**config.mk**
```make
export PLATFORM = sky130hd
export DESIGN_NAME = line_unloader_8x64
export DESIGN_NICKNAME = d
export VERILOG_FILES = /design/src/rtl/line_unloader_pkg.sv /design/src/rtl/line_unloader_mem.sv /design/src/rtl/line_unloader_8x64.sv
export SDC_FILE = /design/constraint.sdc
export NUM_CORES = 1
export LEC_CHECK = 0
export CORE_ASPECT_RATIO = 1.5
export CORE_UTILIZATION = 55
export CTS_CLUSTER_DIAMETER = 80
export DETAILED_ROUTE_END_ITERATION = 12
export GPL_ROUTABILITY_DRIVEN = 0
export PLACE_DENSITY = 0.79
export SYNTH_ARGS = -nofsm -noshare
export SYNTH_HDL_FRONTEND = slang
export SYNTH_SLANG_ARGS = --single-unit
```
**constraint.sdc**
```tcl
create_clock -name clk -period 2.5 [get_ports clk]
set_input_delay 0.25 -clock clk [delete_from_list [all_inputs] [get_ports clk]]
set_output_delay 0.25 -clock clk [all_outputs]
set_load 0.01 [all_outputs]
```
**src/rtl/line_unloader_pkg.sv**
```systemverilog
// Shared types and defaults for the line_unloader_8x64 capture/playback buffer.
package line_unloader_pkg;

    typedef enum logic {
        StFill  = 1'b0,
        StDrain = 1'b1
    } state_e;

    localparam int unsigned DefWidth   = 8;
    localparam int unsigned DefDepth   = 64;
    localparam int unsigned CountWidth = $clog2(DefDepth) + 1;

    function automatic int unsigned count_width(input int unsigned depth);
        return $clog2(depth) + 1;
    endfunction

endpackage

```
**src/rtl/line_unloader_mem.sv**
```systemverilog
// DEPTH x WIDTH register array: synchronous write, asynchronous read, no reset on contents.
module line_unloader_mem #(
    parameter int unsigned WIDTH = 8,
    parameter int unsigned DEPTH = 64
) (
    input  logic                     clk_i,
    input  logic                     we_i,
    input  logic [$clog2(DEPTH)-1:0] waddr_i,
    input  logic [WIDTH-1:0]         wdata_i,
    input  logic [$clog2(DEPTH)-1:0] raddr_i,
    output logic [WIDTH-1:0]         rdata_o
);

    logic [WIDTH-1:0] mem_q [DEPTH];

    always_ff @(posedge clk_i) begin
        if (we_i) begin
            mem_q[waddr_i] <= wdata_i;
        end
    end

    assign rdata_o = mem_q[raddr_i];

endmodule

```
**src/rtl/line_unloader_8x64.sv**
```systemverilog
// Captures one line of up to DEPTH bytes, then plays it back with out_last marking.
// Define LINE_UNLOADER_REVERSE_EN for LIFO playback; FIFO order otherwise.
module line_unloader_8x64
    import line_unloader_pkg::*;
#(
    parameter int unsigned WIDTH = DefWidth,
    parameter int unsigned DEPTH = DefDepth
) (
    input  logic                   clk,
    input  logic                   reset,
    input  logic                   in_valid,
    input  logic [WIDTH-1:0]       in_data,
    input  logic                   in_last,
    output logic                   in_ready,
    output logic                   out_valid,
    input  logic                   out_ready,
    output logic [WIDTH-1:0]       out_data,
    output logic                   out_last,
    output logic [$clog2(DEPTH):0] count,
    output logic                   trunc
);

    localparam int unsigned AW = $clog2(DEPTH);
    localparam int unsigned CW = count_width(DEPTH);

    state_e          state_q, state_d;
    logic [AW-1:0]   wr_ptr_q, wr_ptr_d;
    logic [AW-1:0]   rd_ptr_q, rd_ptr_d;
    logic [CW-1:0]   count_q, count_d;
    logic [CW-1:0]   len_q, len_d;
    logic            trunc_q, trunc_d;
    logic            wr_en;
    logic [AW-1:0]   rd_start;
    logic [AW-1:0]   rd_next;

`ifdef LINE_UNLOADER_REVERSE_EN
    // Before the closing byte is counted, count_q equals len-1: the last written slot.
    assign rd_start = count_q[AW-1:0];
    assign rd_next  = rd_ptr_q - 1'b1;
`else
    assign rd_start = '0;
    assign rd_next  = rd_ptr_q + 1'b1;
`endif

    always_comb begin
        state_d   = state_q;
        wr_ptr_d  = wr_ptr_q;
        rd_ptr_d  = rd_ptr_q;
        count_d   = count_q;
        len_d     = len_q;
        trunc_d   = 1'b0;
        wr_en     = 1'b0;
        in_ready  = 1'b0;
        out_valid = 1'b0;

        unique case (state_q)
            StFill: begin
                in_ready = 1'b1;
                if (in_valid) begin
                    wr_en    = 1'b1;
                    wr_ptr_d = wr_ptr_q + 1'b1;
                    count_d  = count_q + 1'b1;
                    if (in_last || (count_q == CW'(DEPTH - 1))) begin
                        state_d  = StDrain;
                        len_d    = count_q + 1'b1;
                        rd_ptr_d = rd_start;
                        trunc_d  = ~in_last;
                    end
                end
            end
            StDrain: begin
                out_valid = 1'b1;
                if (out_ready) begin
                    rd_ptr_d = rd_next;
                    count_d  = count_q - 1'b1;
                    if (count_q == CW'(1)) begin
                        state_d  = StFill;
                        wr_ptr_d = '0;
                        rd_ptr_d = '0;
                        count_d  = '0;
                    end
                end
            end
            default: state_d = StFill;
        endcase
    end

    always_ff @(posedge clk or posedge reset) begin
        if (reset) begin
            state_q  <= StFill;
            wr_ptr_q <= '0;
            rd_ptr_q <= '0;
            count_q  <= '0;
            len_q    <= '0;
            trunc_q  <= 1'b0;
        end else begin
            state_q  <= state_d;
            wr_ptr_q <= wr_ptr_d;
            rd_ptr_q <= rd_ptr_d;
            count_q  <= count_d;
            len_q    <= len_d;
            trunc_q  <= trunc_d;
        end
    end

    line_unloader_mem #(
        .WIDTH(WIDTH),
        .DEPTH(DEPTH)
    ) u_mem (
        .clk_i  (clk),
        .we_i   (wr_en),
        .waddr_i(wr_ptr_q),
        .wdata_i(in_data),
        .raddr_i(rd_ptr_q),
        .rdata_o(out_data)
    );

    assign out_last = (state_q == StDrain) && (count_q == CW'(1));
    assign count    = count_q;
    assign trunc    = trunc_q;

    // Remaining bytes can never exceed the latched line length during playback.
    assert property (@(posedge clk) disable iff (reset)
        (state_q == StDrain) |-> ((count_q != '0) && (count_q <= len_q)));

endmodule

```
==> results of run 1 <==
[where the power goes]
group          internal, mW  leakage [nW]  switching, mW
registers              9.95          4.85          0.292
logic                  4.89          2.94           4.68
clock network          4.03         0.723           3.06
[synth_stat cells, types with 7 or more instances]
master    number  area [µm²]
buf_4          8       60.06
nand3_1       15       75.07
o21ai_0       26       130.1
nor3_1        10       50.05
nand2b_1       7       43.79
buf_2         15       75.07
nor2_1        80       300.3
a22o_1         7       61.31
a21oi_1       26       130.1
a211oi_1      14       105.1
buf_1          8       30.03
o22ai_1       36       225.2
inv_1          9       33.78
dfrtp_1       21       525.5
clkbuf_1      21       78.83
nand2_1       34       127.6
mux4_1         7       183.9
mux2i_1       12       120.1
edfxtp_1     512       15370
mux4_2       121        2725
[state kept, by name (all words and copies together) (netlist names)]
name         count
trunc            1
rd_ptr_q         6
wr_ptr_q         6
count            7
state_q          1
u_mem.mem_q    512
[logic make-up (layout without fill, tap and decap cells)]
group | Yosys count | in the layout | share of synthesized area [%]
AOI/OAI and AO/OA | 135 | 135 | 4.067
xor gates and xnor gates | 2 | 2 | 0.08265
adders and majority gates | 5 | 5 | 0.2951
buffers and inverters | 74 | 332 | 2.066
DFF | 533 | 533 | 75.01
muxes | 141 | 141 | 14.34
and+or+nand+nor | 186 | 186 | 4.138
[critical path, stage by stage (launching register included)]
cell	delay, ns
dfrtp_4	0.53
buf_12	0.17
buf_16	0.15
buf_4	0.14
mux4_2	0.33
a21oi_1	0.09
a2111oi_2	0.46
a22o_1	0.23
buf_2	0.14
[layout make-up]
| cell class | instances | area (µm²) | share of cell area [%] |
|---|---|---|---|
| Clock buffer | 55 | 1204 | 4.692 |
| Clock inverter | 25 | 270.3 | 1.053 |
| Inverter | 11 | 45.04 | 0.1756 |
| Multi-Input combinational cell | 469 | 5289 | 20.61 |
| Sequential cell | 533 | 15910 | 62.01 |
| Tap cell | 489 | 611.8 | 2.385 |
| Timing Repair Buffer | 241 | 2327 | 9.071 |
[worst paths after layout]
kind	start	to	slack, ns	cells past startpoint
min in group asynchronous	reset	wr_ptr_q[1]	0.14	2
max	rd_ptr_q[0]	out_data[7]	-0.56	8
min reg2reg	count[6]	trunc	0.58	1
min	in_data[4]	u_mem.mem_q[16][4]	0.13	1
max in group asynchronous	reset	count[1]	1.79	3
max reg2reg	wr_ptr_q[4]	u_mem.mem_q[48][7]	0.33	5
[what timing repair did]
action                     in CTS  in global routing
buffers inserted               22                  7
pin swaps                      31                 14
gates cloned                    5                  1
resized for setup             129                 31
setup endpoints to repair       9                  9
[per-layer routing]
layer | GRT usage, % | up-vias | share of wire (%)
met1 | 33.79 | 6117 | 34
met4 | 13.90 | 0 | 5.6
met2 | 48.74 | 773 | 53
li1 | - | 4871 | -
met3 | 4.058 | 167 | 7.8
met5 | 0 | - | 0
[per-stage QoR]
stage | power (mW) | hold WS (ns) | util (%) | TNS [ns] | instance area (µm²)
finish | 26.92 | 0.1250 | 67.92 | -4.267 | 25660
global placement | 17.82 | 0.5423 | 61.49 | -2.679 | 23230
global route | 27.68 | 0.1095 | 67.92 | -4.591 | 25660
floorplan | 14.95 | 0.2265 | - | 0 | 21200
CTS | 26.38 | 0.1094 | 67.37 | -4.195 | 25450
detailed placement | 17.96 | 0.5473 | 61.49 | -2.830 | 23230
==> metrics.md, run 1 <==
| Metric | Value |
|---|---|
| Antenna violations before repair | 0 |
| Row count | a little under 90 |
| Slew HR | a little over two fifths |
| Final Hold Viols | 0 |
| Library cells used by synthesis | 52 |
| TritonCTS Buffers | 44 |
| Number of flops mapped to enable cells by yosys | 512 |
| Final WS setup | -0.5581 ns |
| Commonest non-fill, non-tap cell in the layout | edfxtp_1 |
| Max Fclk | between 0.3 and 0.4 GHz |
| Area growth syn-to-layout | 21.03% |
| Place WS | -0.5677 ns |
| Seq/Total Area, Yosys | 75.01% |
| Largest net degree at the start of global routing | 65 |
| Worst Path Required | 2.25 ns |
| Crit path kind | reg2out |
| Max Cap Viol | 0 |
| Total GRT Usage | ~28% |
| Violated checks | setup timing |
| FILL cells | 2166 |
| Placed cell count | around 1.7k |
| CTS Root Cell | clkbuf_16 |
| Initial Util | roughly 56% |
| Min Tclk post-route | 3.058 ns |
| Status | complete, but fails checks |
| Gr ovfl total | 0 |
| Kind of end point of the critical path | output pin |
| Routed WL per cell | between 20 and 30 µm |
| Crit path arrival time | between 2 and 3 ns |
| CTS Hold Bufs | 0 |
| Post-Syn Nets | roughly 1.1k |
| # H-tree levels | 2 |
| VDD IR max | between 0.6 and 0.7 mV |
| Post-Syn Area | 21200 µm² |
| Final cell count without fillers | 1823 |
| Via Count | between 10k and 15k |
| CP Max Fanout | 9 |
| Final setup violation count | 8 |
| Die Width | 162.3 µm |
| Post-route clock period utilization | 122.3% |
| Initial DRC Count | between 1k and 1.5k |
| PwrDens | about 1000 nW/µm² |
| Skew-Pair Late Insertion Delay | 0.57 ns |
| Worst slew pin tran | between 0.8 and 0.9 ns |
| CTS tree | done |
| Nets | roughly 1.3k |
| Ports | 32 |
| Cells after Synth | roughly 1.1k |
| Layout cells sized above 1 | around 37% |
| Total Wirelength | 53760 µm |
| Number of global-route vias before repair | roughly 12k |
| Syn avg cell area | slightly below 20 µm² |
| Main synth FF type | edfxtp_1 |
| Final ANT Viol Nets | 0 |
| Warnings, synthesis | 0 |
| Post-synth ARST share | 3.940% |
| Die Footprint | between 30000 and 40000 µm² |
| Worst setup SP type | register |
| Core area | around 38000 µm² |
| Hold crit path type | in2reg |
| CTS Sinks | 533 |
| Bufs on Longest Clock Path | 3 |
| CTS clk-pin slew, worst paths | approximately 0.070 ns |
| #FFs+latches synth | around 530 |
| First-pass GRT wire length | about 79000 µm |
| I/O Buffers | 31 |
| Vias per Instance | around 6.5 |
| # DRC | 0 |
| Number of diodes | 0 |
| Most frequent cells in the layout | 512 x edfxtp_1, 165 x buf_4, 124 x mux4_2 |
| Final Max Slew Viols | 0 |
| Die height | 242.4 µm |
| Pre-antenna DRT Iters | 5 |
| Clock Skew | about 0.014 ns |
| Leakage | between 8 and 9 nW |
| RSZ-0062 raised after global routing | true |
| HPWL after DPL | 32600 µm |
Power figures use the tool's default switching activity.
==> run 2: changes to the inputs <==
--- a/config.mk
+++ b/config.mk
@@ -6,11 +6,11 @@
 export NUM_CORES = 1
 export LEC_CHECK = 0
 export CORE_ASPECT_RATIO = 1.5
-export CORE_UTILIZATION = 55
+export CORE_UTILIZATION = 30
 export CTS_CLUSTER_DIAMETER = 80
 export DETAILED_ROUTE_END_ITERATION = 12
 export GPL_ROUTABILITY_DRIVEN = 0
-export PLACE_DENSITY = 0.79
+export PLACE_DENSITY = 0.45
 export SYNTH_ARGS = -nofsm -noshare
 export SYNTH_HDL_FRONTEND = slang
 export SYNTH_SLANG_ARGS = --single-unit
==> run 2 against run 1 <==
The flow still finishes with violations (setup timing). Power grew 1.9%. Wire length up 8.8%. Clock skew rose by 0.017 ns. Worst hold slack got worse by 0.059 ns. Largest power group unchanged.
==> metrics.md, run 2 (synthesis gave the netlist of run 1 again) <==
| Metric | Value |
|---|---|
| Status | complete, but fails checks |
| Violated checks | setup timing |
| Final WS setup | -0.5941 ns |
| Multi-input gate area | 5399 µm² |
| R2R depth | 3 |
| CTS Root Cell | clkbuf_16 |
| Worst r2r dst | u_mem.mem_q[13][0] |
| Final Hold Viols | 0 |
| Crit path kind | reg2out |
| CP Max Fanout | 5 |
| Net Sw Frac | between 30% and 40% |
| Leakage | ~8.6 nW |
| # H-tree levels | 2 |
| Most used cell, CP | buf_12 |
| Pre-antenna DRT Iters | 5 |
| Die Width | 219.0 µm |
| CTS Sinks | about 530 |
| Slowest cell on crit path | dfrtp_4 |
| Gr ovfl total | 0 |
| WHS | between 0.06 and 0.07 ns |
| Worst setup SP type | register |
| Total GRT Usage | 16.52% |
| Largest net degree at the start of global routing | between 60 and 70 |
| Most frequent cells in the layout | 512 x edfxtp_1, 181 x buf_4, 126 x mux4_2 |
| Worst Path Required | about 2.3 ns |
| P_int | 18.95 mW |
| Post-route clock period utilization | 123.8% |
| Skew-Pair Late Insertion Delay | a little under 0.6 ns |
| Number of global-route vias before repair | ~12k |
| Switch Pwr | 8.482 mW |
| Post-DP Area | 24010 µm² |
| FF-to-FF Start | wr_ptr_q[3] |
| Initial DRC Count | roughly 810 |
| Initial Util | between 30 and 40% |
| Worst slew pin tran | roughly 0.76 ns |
| # DRC | 0 |
| TritonCTS Buffers | 50 |
| Ports | 32 |
| Clock Skew | ~0.031 ns |
| Seq. cell area | 15910 µm² |
| Slew HR | a little under 50% |
| Clk pwr share | a little over a quarter |
| Nets | 1333 |
| Crit path to | out_data[5] |
| Final setup violation count | 8 |
| Commonest non-fill, non-tap cell in the layout | edfxtp_1 |
| Comb pwr share | 35.7% |
| Max stage delay on crit path | between 0.5 and 0.6 ns |
| Crit path arrival time | about 2.8 ns |
| CP Launch Point | rd_ptr_q[0] |
| Core area | roughly 70000 µm² |
| Area growth syn-to-layout | 24.45% |
| Via Count | ~11k |
| Core Util, Final | between 30% and 40% |
| Final ANT Viol Nets | 0 |
| Post-route cell area | approximately 26000 µm² |
| Vias per Instance | just under 5 |
| Antenna violations before repair | 0 |
| RSZ-0062 raised after global routing | true |
| CTS clk-pin slew, worst paths | ~0.070 ns |
| Die Footprint | 71750 µm² |
| I/O Buffers | 31 |
| Total Wirelength | just under 60000 µm |
| Layout cells sized above 1 | 38.79% |
| Final Max Slew Viols | 0 |
| Crit-path cells | buf_12 -> buf_12 -> buf_4 -> mux4_2 -> o21ai_1 -> a211oi_4 -> a22o_1 -> buf_2 |
| Worst reg2reg setup slack | between 0.4 and 0.5 ns |
| Max reg flops | 512 |
| Max Fclk | ~0.32 GHz |
| Min Tclk post-route | approximately 3.1 ns |
| PwrDens | ~1000 nW/µm² |
| Bufs on Longest Clock Path | 3 |
| CTS tree | done |
| Hold crit path type | in2async |
| Seq pwr share | between 30% and 40% |
| Row count | roughly 120 |
| VDD IR max | around 0.50 mV |
| Routed WL per cell | about 26 µm |
| Kind of end point of the critical path | output pin |
| First-pass GRT wire length | between 80000 and 90000 µm |
| HPWL after DPL | 38930 µm |
| Max Cap Viol | 0 |
| Setup TNS | -4.461 ns |
| Die height | 327.6 µm |
| FILL cells | between 6k and 7k |
| Biggest register | u_mem.mem_q |
-- run 2: cell count changes in the layout (fill, tap and decap cells not counted), moves of 5 or more --
cell / delta
nor2_2: +5
a21oi_1: -6
buf_4: +16
nor2_1: -5
clkinv_2: -5
a21oi_2: +6
clkbuf_16: +5
o21ai_2: +5
buf_6: -7
mux2i_1: +5
o22ai_4: +6
clkbuf_1: +9
-- run 2: how the worst min path moves through the flow --
stage	start	endpoint	slack [ns]	depth (start not counted)
after floorplan	reset	count[0]	0.23	1
after global placement	count[6]	trunc	0.58	1
after detailed placement	count[6]	trunc	0.55	1
after CTS	in_data[0]	u_mem.mem_q[39][0]	0.03	1
after global routing	in_data[0]	u_mem.mem_q[36][0]	0.04	1
final	reset	count[3]	0.07	2
-- run 2: layout make-up --
cell class	instances	share of cell area, %
sequential	533	60.30
multi-input combinational	469	20.46
timing repair buffer	250	8.883
clock buffer	66	5.051
tap	907	4.302
clock inverter	22	0.8300
inverter	11	0.1565
antenna	1	0.009485
-- run 2: layer usage --
metal,vias up,GRT usage [%],wire (µm)
li1,4905,-,-
met1,5967,19.35,22850
met2,218,30.46,31560
met3,100,1.848,1677
met4,0,6.507,2412
met5,-,0,0
-- run 2: critical path: cells and delay by family, from the launching register on --
kind	cells	cell delay, ns
AO/OA/AOI/OAI	3	0.61
buffers and inverters	4	0.59
flip-flops	1	0.52
multiplexers	1	0.51
-- run 2: power by group through the flow --
| stage | Sequential [mW] | Clock (mW) | Combinational [mW] |
|---|---|---|---|
| 5_1_grt | 10.2 | 7.93 | 10.4 |
| 6_report | 10.2 | 7.47 | 9.81 |
| 3_5_place_dp | 10.4 | 0 | 8.35 |
| 4_1_cts | 10.2 | 7.65 | 9.81 |
| 3_3_place_gp | 10.4 | 0 | 8.37 |
| 2_1_floorplan | 10.3 | 0 | 4.65 |
-- run 2: stage by stage --
stage          power (mW)  setup slack, ns  std cells
6_report            27.43          -0.5941       2259
4_1_cts             27.62          -0.6484       2259
5_1_grt             28.48          -0.6450       2258
3_3_place_gp        18.75          -0.9485       2158
3_5_place_dp        18.73          -0.9013       2158
2_1_floorplan       14.95           0.1539       1076
-- run 2: repair_timing --
action,CTS,global route
gates resized for setup,155,33
gates cloned,6,0
setup buffers,20,3
endpoints found under the setup margin,9,9
hold buffers,0,0
pin swaps,41,21
